[src/rtl/ysyx_22041207_hazard_ctrl.sv]
// Pipeline hazard/stall controller: resolves memory-wait, multicycle-EX, redirect and
// load-use hazards by fixed priority, plus a saturating stall counter and sticky hang flag.
module ysyx_22041207_hazard_ctrl #(
  parameter int unsigned REDIRECT_FLUSH_CYCLES = 2,
  parameter int unsigned MAX_WAIT              = 64,
  parameter int unsigned CNT_W                 = 32
) (
  input  logic             clk,
  input  logic             rst,
  input  logic [4:0]       id_rs1addr,
  input  logic [4:0]       id_rs2addr,
  input  logic             id_uses_rs1,
  input  logic             id_uses_rs2,
  input  logic [4:0]       ex_rwaddr,
  input  logic             ex_writeRD,
  input  logic             ex_memoryReadWen,
  input  logic             ex_redirect,
  input  logic             ex_mc_start,
  input  logic             ex_mc_done,
  input  logic             mem_busy,
  output logic             stall_pc,
  output logic             bubble_ifid,
  output logic             bubble_idex,
  output logic             flush_ifid,
  output logic             flush_idex,
  output logic [CNT_W-1:0] stall_count,
  output logic             hang_err
);

  localparam int unsigned RD_W = $clog2(REDIRECT_FLUSH_CYCLES + 1);
  localparam int unsigned WC_W = ($clog2(MAX_WAIT) < 1) ? 1 : $clog2(MAX_WAIT);

  localparam logic [RD_W-1:0] RD_RELOAD = RD_W'(REDIRECT_FLUSH_CYCLES - 1);
  localparam logic [WC_W-1:0] WAIT_LAST = WC_W'(MAX_WAIT - 1);

  typedef enum logic [1:0] {
    ST_RUN,
    ST_EX_WAIT,
    ST_REDIRECT
  } state_e;

  state_e           state_q, state_d;
  logic [RD_W-1:0]  rd_cnt_q, rd_cnt_d;
  logic [WC_W-1:0]  wait_cnt_q, wait_cnt_d;
  logic [CNT_W-1:0] stall_count_q, stall_count_d;
  logic             hang_q, hang_d;

  logic stall_pc_c, bubble_ifid_c, bubble_idex_c, flush_ifid_c, flush_idex_c;
  logic ex_load_dst, rs1_hit, rs2_hit, load_use;

  // x0 never produces a hazard even if a load targets it.
  assign ex_load_dst = ex_memoryReadWen & ex_writeRD & (ex_rwaddr != 5'd0);
  assign rs1_hit     = id_uses_rs1 & (id_rs1addr == ex_rwaddr);
  assign rs2_hit     = id_uses_rs2 & (id_rs2addr == ex_rwaddr);
  assign load_use    = ex_load_dst & (rs1_hit | rs2_hit);

  always_comb begin
    stall_pc_c    = 1'b0;
    bubble_ifid_c = 1'b0;
    bubble_idex_c = 1'b0;
    flush_ifid_c  = 1'b0;
    flush_idex_c  = 1'b0;
    state_d       = state_q;
    rd_cnt_d      = rd_cnt_q;
    wait_cnt_d    = wait_cnt_q;
    hang_d        = hang_q;

    if (rst) begin
      state_d = ST_RUN;
    end else if (mem_busy) begin
      // Full freeze: sequencing state is held and EX events are dropped this cycle.
      stall_pc_c    = 1'b1;
      bubble_ifid_c = 1'b1;
      bubble_idex_c = 1'b1;
    end else begin
      unique case (state_q)
        ST_EX_WAIT: begin
          if (ex_mc_done) begin
            state_d    = ST_RUN;
            wait_cnt_d = '0;
          end else begin
            stall_pc_c    = 1'b1;
            bubble_ifid_c = 1'b1;
            bubble_idex_c = 1'b1;
            if (wait_cnt_q == WAIT_LAST) begin
              hang_d = 1'b1;
            end else begin
              wait_cnt_d = wait_cnt_q + WC_W'(1);
            end
          end
        end

        ST_RUN: begin
          if (ex_mc_start) begin
            stall_pc_c    = 1'b1;
            bubble_ifid_c = 1'b1;
            bubble_idex_c = 1'b1;
            state_d       = ST_EX_WAIT;
            wait_cnt_d    = WC_W'(1);
          end else if (ex_redirect) begin
            flush_ifid_c = 1'b1;
            flush_idex_c = 1'b1;
            if (REDIRECT_FLUSH_CYCLES > 1) begin
              state_d  = ST_REDIRECT;
              rd_cnt_d = RD_RELOAD;
            end
          end else if (load_use) begin
            stall_pc_c    = 1'b1;
            bubble_ifid_c = 1'b1;
            flush_idex_c  = 1'b1;
          end
        end

        ST_REDIRECT: begin
          flush_ifid_c = 1'b1;
          if (ex_redirect) begin
            flush_idex_c = 1'b1;
            rd_cnt_d     = RD_RELOAD;
          end else begin
            rd_cnt_d = rd_cnt_q - RD_W'(1);
            if (rd_cnt_q == RD_W'(1)) begin
              state_d = ST_RUN;
            end
          end
        end

        default: state_d = ST_RUN;
      endcase
    end
  end

  always_comb begin
    stall_count_d = stall_count_q;
    if (!rst && stall_pc_c && (stall_count_q != '1)) begin
      stall_count_d = stall_count_q + CNT_W'(1);
    end
  end

  always_ff @(posedge clk) begin
    if (rst) begin
      state_q       <= ST_RUN;
      rd_cnt_q      <= '0;
      wait_cnt_q    <= '0;
      stall_count_q <= '0;
      hang_q        <= 1'b0;
    end else begin
      state_q       <= state_d;
      rd_cnt_q      <= rd_cnt_d;
      wait_cnt_q    <= wait_cnt_d;
      stall_count_q <= stall_count_d;
      hang_q        <= hang_d;
    end
  end

  assign stall_pc    = stall_pc_c;
  assign bubble_ifid = bubble_ifid_c;
  assign bubble_idex = bubble_idex_c;
  assign flush_ifid  = flush_ifid_c;
  assign flush_idex  = flush_idex_c;
  assign stall_count = stall_count_q;
  assign hang_err    = hang_q;

  a_idex_excl: assert property (@(posedge clk) !(bubble_idex_c && flush_idex_c));
  a_ifid_excl: assert property (@(posedge clk) !(bubble_ifid_c && flush_ifid_c));

endmodule

[config.mk]
export PLATFORM = sky130hd
export DESIGN_NAME = ysyx_22041207_hazard_ctrl
export DESIGN_NICKNAME = d
export VERILOG_FILES = /design/src/rtl/ysyx_22041207_hazard_ctrl.sv
export SDC_FILE = /design/constraint.sdc
export NUM_CORES = 1
export LEC_CHECK = 0
export CAP_MARGIN = 10
export CELL_PAD_IN_SITES_DETAIL_PLACEMENT = 1
export CELL_PAD_IN_SITES_GLOBAL_PLACEMENT = 1
export CORE_MARGIN = 1.5
export CORE_UTILIZATION = 32
export CTS_CLUSTER_SIZE = 8
export DETAILED_ROUTE_END_ITERATION = 8
export PLACE_DENSITY = 0.74
export SLEW_MARGIN = 20
export SYNTH_ARGS = -nofsm -noshare
export SYNTH_HDL_FRONTEND = slang
export SYNTH_SLANG_ARGS = --single-unit
[constraint.sdc]
create_clock -name clk -period 2.7 [get_ports clk]
set_input_delay 0.54 -clock clk [delete_from_list [all_inputs] [get_ports clk]]
set_output_delay 0.54 -clock clk [all_outputs]
set_load 0.05 [all_outputs]
==> results of run 1 <==
## stage by stage
step / hold WS (ns) / setup slack [ns] / total power [mW]
floorplan: 0.458 / -0.122 / 0.791
global placement: 0.460 / -0.322 / 0.898
detailed placement: 0.459 / -0.484 / 0.906
CTS: 0.477 / 0.0126 / 1.44
global route: 0.497 / 0.00700 / 1.48
finish: 0.469 / 0.0867 / 1.43
## critical path, stage by stage
cell and delay (ns):
clkdlybuf4s50_1 0.48, nand2b_1 0.12, a21oi_1 0.09, o21ai_1 0.23, o31a_2 0.27, clkinvlp_4 0.16, buf_8 0.17
## cells in the mapped netlist, types with 2 or more instances
cell type	n	area, um2
xor2_1	11	96.3
a21oi_1	29	145
nor4b_1	3	26.3
nand3_1	12	60.1
or3_1	6	37.5
mux2_2	4	45.0
mux2i_1	3	30.0
o31a_1	2	17.5
and4_1	2	17.5
and3_1	2	12.5
o41ai_1	5	43.8
nand3b_1	2	15.0
nand4_2	2	25.0
nor3_1	6	30.0
nand2_1	21	78.8
ha_1	3	37.5
a211oi_1	2	15.0
nand4_1	10	62.6
nor2b_1	4	25.0
clkbuf_1	10	37.5
nor4_1	5	31.3
xnor2_1	2	17.5
dfxtp_1	43	861
buf_2	4	20.0
or2_2	2	12.5
o311ai_0	5	43.8
inv_1	10	37.5
o22ai_1	3	18.8
or4_1	18	135
o21ai_0	10	50.1
o31ai_1	15	113
nor2_1	23	86.3
nand2b_1	3	18.8
## state kept, by name, indices dropped and copies added (netlist names)
name         cells
stall_count     32
wait_cnt_q       6
rd_cnt_q         2
state_q          2
hang_err         1
## kinds of logic (layout without fill, tap and decap cells)
kind of cell / count (synthesis) / after routing / synth area share (%)
mux: 7 / 7 / 3.07
flops: 43 / 43 / 35.2
simple gates: 128 / 128 / 30.6
compound gates: 77 / 77 / 20.6
xor+xnor: 13 / 13 / 4.65
fa+ha+maj: 3 / 3 / 1.53
buf+inv: 26 / 105 / 4.35
## power by group
| part | internal, mW | total, mW | switching (mW) |
|---|---|---|---|
| clock | 0.300 | 0.533 | 0.234 |
| combinational | 0.114 | 0.242 | 0.128 |
| sequential | 0.642 | 0.657 | 0.0145 |
## layer usage
metal / part of all wire, % / wire [um] / global-route usage, % / up-vias
met5: 0 / 0 / 0 / -
met4: 1.5 / 114 / 5.82 / 0
met3: 4.4 / 329 / 3.79 / 8
met2: 50 / 3770 / 32.6 / 61
met1: 44 / 3290 / 23.3 / 1260
li1: - / - / - / 1294
## area by class of cell
type | instances | area share [%]
Sequential cell | 43 | 24.6
Multi-Input combinational cell | 228 | 43.2
Clock inverter | 2 | 1.00
Tap cell | 99 | 3.54
Inverter | 10 | 1.18
Clock buffer | 6 | 2.36
Timing Repair Buffer | 87 | 24.1
## how the worst max path moves through the flow
stage	end	depth (start not counted)
3_5_place_dp	stall_count[7]	9
5_1_grt	stall_pc	7
2_1_floorplan	stall_pc	7
3_3_place_gp	stall_count[20]	9
4_1_cts	bubble_ifid	8
6_report	stall_pc	7
## repair_timing
item                                    4_1_cts  5_1_grt
pin swaps                                     7        8
endpoints found under the setup margin       31       18
resized for setup                            28        9
setup buffers                                 6        1
hold buffers                                  0        0
==> flow_metrics.tcl, run 1 <==
set metrics [dict create \
    wl_per_cell_um 15.8 \
    rr_worst_depth 7 \
    grt_pass1_wl_um 12600 \
    fmax_mhz 383 \
    r2r_slack_ns 0.32 \
    cap_violations 0 \
    final_core_util_pct 47.8 \
    numClockSinks 43 \
    multiInputGateArea_mm2 0.00151 \
    drt_iter0_drc 102 \
    worstReg2RegStart "state_q[1]" \
    grt_pass1_vias 2592 \
    area_delta_synth_final_pct 43.1 \
    worstHoldStart "hang_err" \
    min_to "hang_err" \
    min_path_type "flip-flop to flip-flop" \
    clock-root-buffer "clkbuf_8" \
    yosys_warnings 0 \
    gr-total-overflow 0 \
    seqCellArea_um2 861 \
    layout_common_cells "clkdlybuf4s50_1 (44), dfxtp_1 (43), a21oi_1 (29), nor2_1 (23), buf_4 (23)" \
    numCtsBuffers 5 \
    fin_crit_ns 2.61 \
    die_w_um 90.5 \
    core-area_mm2 0.00733 \
    synth-main-ff-cell "dfxtp_1" \
    clk_path_buf_depth 2 \
    critPathLaunchType "primary input" \
    netlist_instances 297 \
    synth_edf_count 0 \
    clock_latency_ns 0.31 \
    worst_slew_pin_slew_ns 0.529 \
    rows 31 \
    vias_per_cell 5.52 \
    p_per_area_mw_per_mm2 409 \
    tns_ns 0 \
    cp-startpoint "ex_mc_done" \
    path_class "primary input to primary output" \
    seq_area_frac_synth_pct 35.2 \
    rsz0062_at_grt "no" \
    slew_headroom_pct 64.6 \
    dpl.cell_count 461 \
    hpwl_um 5430 \
    synth_area_mm2 0.00245 \
    arrival_ns 2.07 \
    fin_cells 475 \
    vias 2623 \
    place_area_mm2 0.00333 \
    worst-path-max-fanout 4 \
    vdd_ir_drop_max_mv 0.188 \
    first_pass_iters 5 \
    status "complete, no violations" \
    ios 63 \
    drive_gt1_share_pct 17.0 \
    routed_wl_um 7510 \
    start_util_pct 33.4 \
    die_area_mm2 0.00818 \
    h-tree-depth 2 \
    yosysUniqueCellTypes 48 \
    fin_crit_sh_pct 96.8 \
    ys_ff_latch 43 \
    antenna_found_initial 0 \
    mostFrequentLayoutCell "clkdlybuf4s50_1" \
    nNetsFinal 403 \
    grt_max_degree 32 \
    portBuffers 62 \
    final_area_mm2 0.00350 \
    setup_viol_count_final 0 \
    synthesis.nets 325 \
    dieHeight_um 90.5 \
    final_hold_viol_count 0 \
    fillers 878 \
    route.detailed.drc 0 \
    critPathCaptureType "primary output" \
    async_flop_share_pct 0 \
    cts_tree "yes" \
    ant_nets 0 \
    worst_ep_required_time_ns 2.16 \
    antenna_cells 0 \
    worst_r2r_endpoint "stall_count[7]" \
    hold_depth 2 \
    clock_skew_ns 0.00898 \
    grtUsageTotal_pct 18.8 \
    clk_pin_slew_ns 0.08 \
    slew_viol_final 0 \
    p_leak_nw 1.18 \
    postSynthAreaPerCell_um2 8.24 \
    gp_congestion 0.714 \
]
(Power assumes the default switching activity.)
==> run 2, diff against run 1 <==
--- a/config.mk
+++ b/config.mk
@@ -5,7 +5,6 @@
 export SDC_FILE = /design/constraint.sdc
 export NUM_CORES = 1
 export LEC_CHECK = 0
-export CAP_MARGIN = 10
 export CELL_PAD_IN_SITES_DETAIL_PLACEMENT = 1
 export CELL_PAD_IN_SITES_GLOBAL_PLACEMENT = 1
 export CORE_MARGIN = 1.5
==> results of run 2 <==
Final layout, timing and power as in run 1 (identical DEF).
